$ cat src/rtl/pipemdctl_pkg.sv
// pipemd_pkg: shared op codes, FSM states, sizing constants and magnitude helper for the MD unit
package pipemd_pkg;
   localparam int WIDTH = 32;
   localparam int ITER  = 32;
   localparam int CW    = $clog2(ITER);
   localparam logic [3:0] MD_NONE  = 4'd0;
   localparam logic [3:0] MD_MULT  = 4'd1;
   localparam logic [3:0] MD_MULTU = 4'd2;
   localparam logic [3:0] MD_DIV   = 4'd3;
   localparam logic [3:0] MD_DIVU  = 4'd4;
   localparam logic [3:0] MD_MFHI  = 4'd5;
   localparam logic [3:0] MD_MFLO  = 4'd6;
   localparam logic [3:0] MD_MTHI  = 4'd7;
   localparam logic [3:0] MD_MTLO  = 4'd8;
   typedef enum logic [1:0] {IDLE, CALC, FIX} state_t;
   function automatic logic [WIDTH-1:0] mag32(input logic [WIDTH-1:0] v);
      return v[WIDTH-1] ? -v : v;
   endfunction
endpackage

$ cat src/rtl/pipemdctl_if.sv
// pipemdctl_if: EXE-stage request and MD unit response bundle
interface pipemdctl_if;
   import pipemd_pkg::*;
   logic [3:0]       emdop;
   logic [WIDTH-1:0] ea;
   logic [WIDTH-1:0] eb;
   logic             ecancel;
   logic             efreeze;
   logic             mdu_stall;
   logic             mdu_busy;
   logic [WIDTH-1:0] emdval;
   logic [WIDTH-1:0] hi;
   logic [WIDTH-1:0] lo;
   modport master (output emdop, ea, eb, ecancel, efreeze, input mdu_stall, mdu_busy, emdval, hi, lo);
   modport slave  (input emdop, ea, eb, ecancel, efreeze, output mdu_stall, mdu_busy, emdval, hi, lo);
endinterface

$ cat src/rtl/pipemdctl_core.sv
// md_core: iterative shift-add multiplier / restoring divider with sign fix-up
module md_core import pipemd_pkg::*; (
   input  logic               clk,
   input  logic               rst,
   input  logic               load_i,
   input  logic               step_i,
   input  logic               fix_i,
   input  logic [3:0]         op_i,
   input  logic [WIDTH-1:0]   a_i,
   input  logic [WIDTH-1:0]   b_i,
   output logic [2*WIDTH-1:0] res_o
);
   logic [2*WIDTH-1:0] acc_q, nxt, fixd;
   logic [WIDTH-1:0]   a_q, b_q, trial;
   logic [WIDTH:0]     sum, rem_sh;
   logic               div_q, sgn_q, sa_q, sb_q, neg, ge, s;
   // one iteration step and the final sign correction, both from the current accumulator
   always_comb begin
      s = op_i == MD_MULT || op_i == MD_DIV;
      sum = {1'b0, acc_q[2*WIDTH-1:WIDTH]} + (acc_q[0] ? {1'b0, b_q} : '0);
      rem_sh = acc_q[2*WIDTH-1:WIDTH-1];
      ge = rem_sh >= {1'b0, b_q};
      trial = rem_sh[WIDTH-1:0] - b_q;
      nxt = div_q ? {ge ? trial : rem_sh[WIDTH-1:0], acc_q[WIDTH-2:0], ge} : {sum, acc_q[WIDTH-1:1]};
      neg = sgn_q && (sa_q ^ sb_q);
      fixd = !div_q ? (neg ? -acc_q : acc_q)
           : b_q == '0 ? {a_q, {WIDTH{1'b1}}}
           : {sgn_q && sa_q ? -acc_q[2*WIDTH-1:WIDTH] : acc_q[2*WIDTH-1:WIDTH],
              neg ? -acc_q[WIDTH-1:0] : acc_q[WIDTH-1:0]};
      res_o = fix_i ? fixd : acc_q;
   end
   // latch magnitudes and signs on load, then advance one bit per step
   always_ff @(posedge clk)
      if (rst) begin
         acc_q <= '0;
         a_q   <= '0;
         b_q   <= '0;
         div_q <= 1'b0;
         sgn_q <= 1'b0;
         sa_q  <= 1'b0;
         sb_q  <= 1'b0;
      end else if (load_i) begin
         acc_q <= {{WIDTH{1'b0}}, s ? mag32(a_i) : a_i};
         b_q   <= s ? mag32(b_i) : b_i;
         a_q   <= a_i;
         div_q <= op_i == MD_DIV || op_i == MD_DIVU;
         sgn_q <= s;
         sa_q  <= a_i[WIDTH-1];
         sb_q  <= b_i[WIDTH-1];
      end else if (step_i)
         acc_q <= nxt;
endmodule

$ cat src/rtl/pipemdctl.sv
// pipemdctl: multiply/divide sequencer owning HI/LO, stall and move-from logic
module pipemdctl import pipemd_pkg::*; (
   input logic        clock,
   input logic        reset,
   pipemdctl_if.slave bus
);
   state_t             state_q;
   logic [CW-1:0]      cnt_q;
   logic [WIDTH-1:0]   hi_q, lo_q;
   logic [3:0]         op;
   logic               start, any, load;
   logic [2*WIDTH-1:0] res;
   // effective op decode and the combinational pipeline-facing outputs
   always_comb begin
      op = bus.ecancel ? MD_NONE : bus.emdop;
      start = op >= MD_MULT && op <= MD_DIVU;
      any = op >= MD_MULT && op <= MD_MTLO;
      load = state_q == IDLE && start && !bus.efreeze;
      bus.mdu_busy = state_q != IDLE;
      bus.mdu_stall = bus.mdu_busy && any;
      bus.emdval = bus.mdu_busy ? '0 : op == MD_MFHI ? hi_q : op == MD_MFLO ? lo_q : '0;
      bus.hi = hi_q;
      bus.lo = lo_q;
   end
   md_core u_core (
      .clk    (clock),
      .rst    (reset),
      .load_i (load),
      .step_i (state_q == CALC),
      .fix_i  (state_q == FIX),
      .op_i   (op),
      .a_i    (bus.ea),
      .b_i    (bus.eb),
      .res_o  (res)
   );
   // sequencer: accept in IDLE, iterate ITER times, commit HI/LO in FIX
   always_ff @(posedge clock)
      if (reset) begin
         state_q <= IDLE;
         cnt_q   <= '0;
         hi_q    <= '0;
         lo_q    <= '0;
      end else
         case (state_q)
            IDLE: begin
               if (load) begin
                  state_q <= CALC;
                  cnt_q   <= '0;
               end
               if (!bus.efreeze && op == MD_MTHI) hi_q <= bus.ea;
               if (!bus.efreeze && op == MD_MTLO) lo_q <= bus.ea;
            end
            CALC: begin
               cnt_q <= cnt_q + CW'(1);
               if (cnt_q == CW'(ITER - 1)) state_q <= FIX;
            end
            default: begin
               {hi_q, lo_q} <= res;
               state_q      <= IDLE;
            end
         endcase
endmodule

$ cat src/flat_wrapper.sv
// flat-port wrapper written by rule: the top's interface ports become plain ports
module pipemdctl_flat import pipemd_pkg::*;
  (clock, reset, bus_emdop, bus_ea, bus_eb, bus_ecancel, bus_efreeze, bus_mdu_stall, bus_mdu_busy, bus_emdval, bus_hi, bus_lo);
  pipemdctl_if bus_i ();
  input logic clock;
  input logic reset;
  input wire logic [$bits(bus_i.emdop)-1:0] bus_emdop;
  input wire logic [$bits(bus_i.ea)-1:0] bus_ea;
  input wire logic [$bits(bus_i.eb)-1:0] bus_eb;
  input wire logic [$bits(bus_i.ecancel)-1:0] bus_ecancel;
  input wire logic [$bits(bus_i.efreeze)-1:0] bus_efreeze;
  output wire logic [$bits(bus_i.mdu_stall)-1:0] bus_mdu_stall;
  output wire logic [$bits(bus_i.mdu_busy)-1:0] bus_mdu_busy;
  output wire logic [$bits(bus_i.emdval)-1:0] bus_emdval;
  output wire logic [$bits(bus_i.hi)-1:0] bus_hi;
  output wire logic [$bits(bus_i.lo)-1:0] bus_lo;
  assign bus_i.emdop = bus_emdop;
  assign bus_i.ea = bus_ea;
  assign bus_i.eb = bus_eb;
  assign bus_i.ecancel = bus_ecancel;
  assign bus_i.efreeze = bus_efreeze;
  assign bus_mdu_stall = bus_i.mdu_stall;
  assign bus_mdu_busy = bus_i.mdu_busy;
  assign bus_emdval = bus_i.emdval;
  assign bus_hi = bus_i.hi;
  assign bus_lo = bus_i.lo;
  pipemdctl u_core (.clock(clock), .reset(reset), .bus(bus_i));
endmodule
$ cat config.mk
export PLATFORM = sky130hd
export DESIGN_NAME = pipemdctl_flat
export DESIGN_NICKNAME = d
export VERILOG_FILES = /design/src/rtl/pipemdctl_pkg.sv /design/src/rtl/pipemdctl_if.sv /design/src/rtl/pipemdctl_core.sv /design/src/rtl/pipemdctl.sv /design/src/flat_wrapper.sv
export SDC_FILE = /design/constraint.sdc
export NUM_CORES = 1
export LEC_CHECK = 0
export CAP_MARGIN = 15
export CORE_MARGIN = 8
export CORE_UTILIZATION = 49
export DETAILED_ROUTE_END_ITERATION = 12
export GPL_TIMING_DRIVEN = 0
export PLACE_DENSITY = 0.79
export SLEW_MARGIN = 15
export SYNTH_ARGS = -nofsm -noshare
export SYNTH_HDL_FRONTEND = slang
export SYNTH_SLANG_ARGS = --single-unit
export TNS_END_PERCENT = 30
$ cat constraint.sdc
create_clock -name clock -period 9.8 [get_ports clock]
set_input_delay 1.96 -clock clock [delete_from_list [all_inputs] [get_ports clock]]
set_output_delay 1.96 -clock clock [all_outputs]
set_load 0.02 [all_outputs]
# [Word level (Yosys, flattened, before mapping)]
# Index checks and enable logic that the tools add are counted.
[totals] ramBits=0 n_memories=0 ff_bits=203 word_cells=90 out_inout_bits=98 mem_bits_ro=0 latchBits=0
[op_classes] eq_ne=14 n_mux=28 addsub=8 magnitude_cmp=4 n_mul=0 div=0 n_bitwise=2 shift=0 reduce_logical=22
[ops] op="$mux 32" count=15
[ops] op="$mux 64" count=5
[ops] op="$neg 32->32" count=4
[ops] op="$pmux 32 s2" count=2
[ops] op="$neg 64->64" count=1
[ops] op="$add 32x32->33" count=1
[ops] op="$ge 33x32->1" count=1
[ops] op="$logic_not 32->1" count=1
[ops] op="$sub 32x32->32" count=1
[ops] op="$eq 4x3->1 const B" count=4
[ops] op="$pmux 5 s2" count=1
[ops] op="$logic_and 1x1->1" count=9
[ops] op="$reduce_and 2->1" count=4
[ops] op="$ne 2x2->1 const B" count=3
[ops] op="$reduce_bool 2->1" count=3
[ops] op="$add 5x1->5 const B" count=1
[ops] op="$eq 5x5->1 const B" count=1
[ops] op="$mux 5" count=1
[ops] op="$eq 4x1->1 const B" count=1
[ops] op="$eq 4x2->1 const B" count=1
[ops] op="$eq 4x4->1 const B" count=1
[ops] op="$ge 4x1->1 const B" count=1
[ops] op="$le 4x3->1 const B" count=1
[ops] op="$le 4x4->1 const B" count=1
[ops] op="other kinds (12)" count=14

# [Longest topological paths before layout]
# Gate-level depths: netlist of the first run.
[logic_depth] ltp_word=7 mapped_depth=15

# [Modules after synthesis]
# From an unflattened synthesis of the first run, not the netlist that was laid out.
[unflattened] hier_cells=2493 hier_area_um2=18327.6
[by_module_without_submodules] mod="md_core" area_per_inst_um2=13845.8 seq_area_each_um2=2622.5 cells_each=1980 n_inst=1
[by_module_without_submodules] mod="pipemdctl" area_per_inst_um2=4481.8 seq_area_each_um2=1421.4 cells_each=513 n_inst=1

# [Least setup slack after synthesis of the first run]
# Ideal clock, no wire load.
[synth_timing] path_kind="input -> output" start="input port bus_emdop[3]" end="output port bus_emdval[10]" arrival_time_ps=3349 t_required_ps=7840 stages=7 path_slack_ps=4491 path_cell_list="nor2_1 -> and2_1 -> nand2_1 -> nor3_1 -> clkbuf_1 -> a22oi_1 -> nor2_1"
[synth_between] elab_chain_len=5 word_cells_on_any_way=6 classes_between="eq/ne (2); mux (4)"
[synth_lines] element="start: declaration" line="flat_wrapper.sv:7" text="input wire logic [$bits(bus_i.emdop)-1:0] bus_emdop;"
[synth_lines] element="$mux 4 *" line="pipemdctl.sv:15" text="op = bus.ecancel ? MD_NONE : bus.emdop;"
[synth_lines] element="$eq 4x3->1" line="pipemdctl.sv:21" text="bus.emdval = bus.mdu_busy ? '0 : op == MD_MFHI ? hi_q : op == MD_MFLO ? lo_q : '0;"
[synth_lines] element="$mux 32" line="pipemdctl.sv:21"
[synth_lines] element="$mux 32 * (2 in a row)" line="pipemdctl.sv:21"
[synth_lines] element="end: declaration" line="flat_wrapper.sv:14" text="output wire logic [$bits(bus_i.emdval)-1:0] bus_emdval;"
# Mark *: on every way between the ends. The rest lies on a longest branch, timed or not.

# [Worst setup path after layout of the first run]
[layout_timing] start="input port bus_emdop[3]" end="output port bus_emdval[24]"
# The elaborated chain is that of the path after synthesis.

==> impl_metrics.yaml, run 1 <==
run_status:
  status: "completed"
pwr:
  fin_total_pwr_mw: 2.57
  p_leak_nw: 7.25
  power.internal_mw: 1.65
  ir_drop_mv: 0.114
  combPwrFrac_pct: 27.0
  power_density_nw_per_um2: 128
  switching_power_mw: 0.913
  p_clk_share_pct: 39.0
  p_sw_share_pct: 35.6
  seq_power_share_pct: 34.0
finish:
  final_core_util_pct: 58.4
  area_growth_pct: 18.2
  layout_commonest_cell: "nor2_1"
  final_nets: 2723
  fillCellCount: 3307
  drive_gt1_share_pct: 3.93
  layout_common_cells: "nor2_1 (312), a21oi_1 (242), nand2_1 (230)"
synth:
  ys_seq_area_share_pct: 23.8
  syn_nets: 2530
  synth_warnings: 0
  async_flop_share_pct: 0
  syn_area_um2: 17000
  synth_area_per_cell_um2: 7.12
  synthFlopType: "dfxtp_1"
  synth_edf_count: 0
  synthDistinctLibCells: 83
  synth-seq-cells: 202
  syn_inst: 2386
clocking:
  cts_tree: "yes"
  postCtsHoldBufs: 0
  htreeDepth: 1
  ctsLongestPathBuffers: 3
  path_clk_slew_ns: 0.06
  cts_made_buffers: 26
  cts.sinks: 202
  clock_insertion_delay_worst_skew_ns: 0.58
  clockRootBuffer: "clkbuf_16"
  post-cts-setup-buffer-count: 0
  post_cts_resized: 0
global_route:
  grt_overflow: 0
  grt_use_total_pct: 40.0
  antenna_found_initial: 1
  grt_max_degree: 14
  grt_pass1_vias: 19906
  grt_pass1_wl_um: 126000
detailed_routing:
  drc_errors: 0
  vias: 21185
  first_iter_violations: 3153
  wirelength_um: 86300
  wire_per_inst_um: 28.3
  drtPass1Iterations: 8
  antenna_left: 0
  routed_via_density: 6.94
floorplan:
  dieArea_um2: 40900
  die_height_um: 202
  num_rows: 68
  core_area_um2: 34400
  num_io_pins: 170
  dieWidth_um: 202
  initial_utilization_pct: 49.4
worst_setup_path:
  cp_slowest_stage_delay_ns: 0.91
  cp_num_buf_inv: 3
  setup.worst_path.class: "in -> out"
  path_cells: "clkdlybuf4s50_1 -> nor2_1 -> and2_1 -> nand2_1 -> nor3_1 -> clkbuf_1 -> a22oi_1 -> nor2_1 -> clkdlybuf4s50_1"
  crit_family: "buffers and inverters"
  r2r_start: "u_core.u_core.acc_q[0]"
  cp-end-kind: "output port"
  reg2reg_to: "u_core.bus.hi[24]"
  reg2reg_slack_ns: 4.43
  slowest_stage: "nor3_1"
  start_kind: "input port"
  crit_arrival_ns: 5.35
  cp-startpoint: "bus_emdop[3]"
  required_ns: 7.84
  cp_max_fo: 10
  r2r_cells: 14
sta:
  worst_slew_pin_slew_ns: 1.31
  layout_setup_ws_ns: 2.49
  slew_headroom_pct: 12.0
  finClkSkew_ns: 0.0200
  setup_viol: 0
  fin_crit_ns: 7.31
  finalCritPeriodShare_pct: 74.6
  final-hold-violation-count: 0
  drv_slew: 0
  max_freq_mhz: 137
  rsz0062_at_grt: "no"
  setup_tns_ns: 0
place:
  gp_congestion: 1.04
  port_buffers: 163
  hpwl_um: 66900
  post-place-ws_ns: 2.71
min_path:
  min_to: "u_core.u_core.a_q[11]"
  hold_path.startpoint: "u_core.u_core.a_q[11]"
  hp-class: "reg -> reg"
  hold_depth: 2
job:
  cap_violations: 0
power by group through the flow:
| stage | sequential (mW) | clock [mW] | combinational, mW |
|---|---|---|---|
| after floorplan | 0.879 | 0 | 0.409 |
| after global placement | 0.888 | 0 | 0.644 |
| after detailed placement | 0.889 | 0 | 0.649 |
| after CTS | 0.871 | 0.987 | 0.653 |
| after global routing | 0.874 | 1.02 | 0.720 |
| final | 0.873 | 1.00 | 0.694 |
cell families (layout without fill, tap and decap cells):
logic type	count (synthesis)	after routing	share of synthesized area, %
buf+inv	265	476	6.09
other cells	0	2	0
mux	60	60	3.58
xor+xnor	165	165	8.50
compound gates	788	788	30.1
simple gates	834	834	22.6
flops	202	202	23.8
fa+ha+maj	72	72	5.39
how the worst max path moves through the flow:
stage | end | slack [ns] | cells past startpoint
floorplan | bus_emdval[10] | 4.49 | 7
global placement | bus_emdval[24] | 2.77 | 9
detailed placement | bus_emdval[24] | 2.71 | 9
CTS | bus_emdval[24] | 2.71 | 9
global route | bus_emdval[24] | 2.41 | 9
finish | bus_emdval[24] | 2.49 | 9
worst min-delay path, stage by stage, from the launching register on:
cell	delay (ns)
dfxtp_1	0.31
nand2_1	0.05
a21oi_1	0.05
routing by layer:
| metal | GRT usage (%) | vias up | routed length, um |
|---|---|---|---|
| li1 | - | 9087 | - |
| met1 | 53.5 | 10077 | 34200 |
| met2 | 57.1 | 1701 | 34500 |
| met3 | 12.4 | 320 | 12600 |
| met4 | 20.6 | 0 | 5130 |
| met5 | 0 | - | 0 |
sequential cells by signal, summed over array words and instances, names as in the netlist:
| name | cells |
|---|---|
| u_core.u_core.acc_q | 64 |
| u_core.bus.hi | 32 |
| u_core.bus.lo | 32 |
| u_core.u_core.a_q | 32 |
| u_core.u_core.b_q | 32 |
| u_core.cnt_q | 5 |
| u_core.state_q | 2 |
| u_core.u_core.div_q | 1 |
| u_core.u_core.sb_q | 1 |
| u_core.u_core.sgn_q | 1 |
synthesized netlist by cell type, types with 10 or more instances:
master / n / share of area [%]
a211oi_1: 86 / 3.8
a21o_1: 32 / 1.4
a21oi_1: 242 / 7.1
a221oi_1: 16 / 0.82
a22oi_1: 36 / 1.6
a311oi_1: 11 / 0.57
a31oi_1: 40 / 1.5
and2_1: 15 / 0.55
and3_1: 16 / 0.59
buf_1: 15 / 0.33
buf_2: 13 / 0.38
clkbuf_1: 167 / 3.7
dfxtp_1: 202 / 24
ha_1: 70 / 5.2
inv_1: 62 / 1.4
mux2i_1: 54 / 3.2
nand2_1: 230 / 5.1
nand2b_1: 18 / 0.66
nand3_1: 40 / 1.2
nand4_1: 12 / 0.44
nor2_1: 312 / 6.9
nor2b_1: 19 / 0.70
nor3_1: 73 / 2.2
nor4_1: 27 / 0.99
o211ai_1: 20 / 0.88
o21ai_0: 135 / 4.0
o21bai_1: 11 / 0.49
o221ai_1: 36 / 1.9
o31ai_1: 25 / 1.1
o41ai_1: 10 / 0.52
or3_1: 16 / 0.59
or4_1: 11 / 0.49
xnor2_1: 100 / 5.2
xor2_1: 65 / 3.4
per-stage QoR:
step,instances,instance area [um2],hold WS [ns]
finish,3054,20100,0.453
global route,3053,20100,0.476
CTS,3051,20100,0.453
detailed placement,3005,19200,0.446
global placement,3004,19200,0.443
floorplan,2386,17000,0.433
area by class of cell:
cell class / count / area, um2 / area share [%]
antenna: 2 / 5.00 / 0.0249
multi-input combinational: 1919 / 11900 / 59.4
timing repair buffer: 165 / 1640 / 8.18
sequential: 202 / 4040 / 20.1
clock buffer: 33 / 707 / 3.52
tap: 455 / 569 / 2.83
inverter: 64 / 240 / 1.20
buffer: 201 / 795 / 3.95
clock inverter: 13 / 154 / 0.766
(Power assumes the default switching activity.)
==> inputs of run 2 (changes only) <==
Settings changed: PLACE_DENSITY 0.79 to 0.82.
Clock period 9.8 ns to 6.1 ns, I/O delays scaled along.
==> run 2 against run 1 <==
  * Routed wire length is 0.94% higher
  * Worst hold slack better by 0.0071 ns
  * Total power is 58% higher
  * Clock skew is 0.018 ns higher
  * Setup slack worse by 2.0 ns
  * Via count is 0.92% lower
  * Sequential share of layout area hardly changed
  * Register-to-register slack worse by 3.5 ns
  * Die area stayed put
==> impl_metrics.yaml, run 2 (synthesis gave the netlist of run 1 again) <==
run_status:
  status: "completed"
pwr:
  ir_drop_mv: 0.209
  power_density_nw_per_um2: 202
  p_leak_nw: 7.23
worst_setup_path:
  crit_arrival_ns: 4.39
  cp_slowest_stage_delay_ns: 0.65
  required_ns: 4.88
  r2r_start: "u_core.u_core.acc_q[0]"
  slowest_stage: "clkdlybuf4s50_1"
  start_kind: "input port"
  cp-startpoint: "bus_emdop[3]"
  cp-end-kind: "output port"
  path_cells: "clkdlybuf4s50_1 -> nor2_1 -> and2_1 -> nand2_1 -> nor3_1 -> clkbuf_1 -> a22oi_1 -> nor2_1 -> clkdlybuf4s50_1"
  cp_max_fo: 10
  setup.worst_path.class: "in -> out"
  reg2reg_slack_ns: 0.89
finish:
  seqCellArea_um2: 4040
  area_growth_pct: 18.0
  layout_common_cells: "nor2_1 (312), a21oi_1 (242), nand2_1 (230)"
  fillCellCount: 3257
  drive_gt1_share_pct: 3.85
  final_nets: 2722
  stdcell_count: 3053
  regMostFlops: "u_core.u_core.acc_q"
  layout_commonest_cell: "nor2_1"
  multi_input_area_um2: 11900
  final_area_um2: 20100
  largest_reg_flops: 64
clocking:
  path_clk_slew_ns: 0.05
  ctsLongestPathBuffers: 3
  clock_insertion_delay_worst_skew_ns: 0.58
  postCtsHoldBufs: 0
  cts.sinks: 202
  clockRootBuffer: "clkbuf_16"
  cts_tree: "yes"
  cts_made_buffers: 25
  post-cts-setup-buffer-count: 0
  post_cts_resized: 0
  htreeDepth: 1
detailed_routing:
  drc_errors: 0
  drtPass1Iterations: 6
  routed_via_density: 6.88
  vias: 20991
  wirelength_um: 87200
  first_iter_violations: 3049
  wire_per_inst_um: 28.5
  antenna_left: 0
floorplan:
  die_height_um: 202
  dieArea_um2: 40900
  num_io_pins: 170
  core_area_um2: 34400
  num_rows: 68
  initial_utilization_pct: 49.4
  dieWidth_um: 202
sta:
  worst_slew_pin_slew_ns: 1.20
  drv_slew: 0
  rsz0062_at_grt: "no"
  hold-worst-slack_ns: 0.460
  layout_setup_ws_ns: 0.495
  max_freq_mhz: 178
  finalCritPeriodShare_pct: 91.9
  setup_viol: 0
  slew_headroom_pct: 19.7
  finClkSkew_ns: 0.0379
  setup_tns_ns: 0
  final-hold-violation-count: 0
  fin_crit_ns: 5.61
place:
  placed_cells: 3006
  port_buffers: 163
  post-place-ws_ns: 0.585
  gp_congestion: 1.08
  hpwl_um: 68800
  post_dp_cell_area_um2: 19200
global_route:
  grt_use_total_pct: 40.5
  grt_pass1_wl_um: 127000
  grt_overflow: 0
  grt_max_degree: 14
  antenna_found_initial: 4
  grt_pass1_vias: 19641
min_path:
  hold_path.startpoint: "u_core.u_core.a_q[7]"
  hp-class: "reg -> reg"
job:
  cap_violations: 0
[run 2: per-stage QoR]
stage	util, %	power (mW)
final	58.4	4.06
after global routing	58.4	4.15
after CTS	58.3	3.97
after detailed placement	55.9	2.48
after global placement	55.8	2.46
after floorplan	-	2.07
[run 2: power breakdown]
part | leakage [nW] | switching [mW] | internal [mW]
registers | 1.64 | 0.0499 | 1.35
clock network | 0.408 | 0.664 | 0.880
logic | 5.19 | 0.749 | 0.361
[run 2: critical path: cells and delay by family]
family                 cells  cell delay [ns]
and+or+nand+nor            5             1.34
AOI/OAI and AO/OA          1             0.16
buffers and inverters      3             1.64
[run 2: layer usage]
layer	GRT usage [%]	vias to the layer above	wire (um)
li1	-	9089	-
met1	54.0	9993	34500
met2	57.0	1633	34700
met3	15.9	272	13800
met4	17.3	4	4160
met5	0	-	30
[run 2: final timing paths]
path / to / cells past startpoint
max: bus_emdval[25] / 9
min: u_core.u_core.a_q[7] / 2
max reg2reg: u_core.bus.hi[24] / 14
min reg2reg: u_core.u_core.a_q[7] / 2
[run 2: cell type report]
type | count | area share [%]
repair buffers | 165 | 8.20
well taps | 455 | 2.84
flip-flops and latches | 202 | 20.2
diodes | 1 | 0.0125
clock inverters | 10 | 0.543
plain buffers | 201 | 3.96
inverters | 64 | 1.20
clock buffers | 36 | 3.62
multi-input cells | 1919 | 59.5
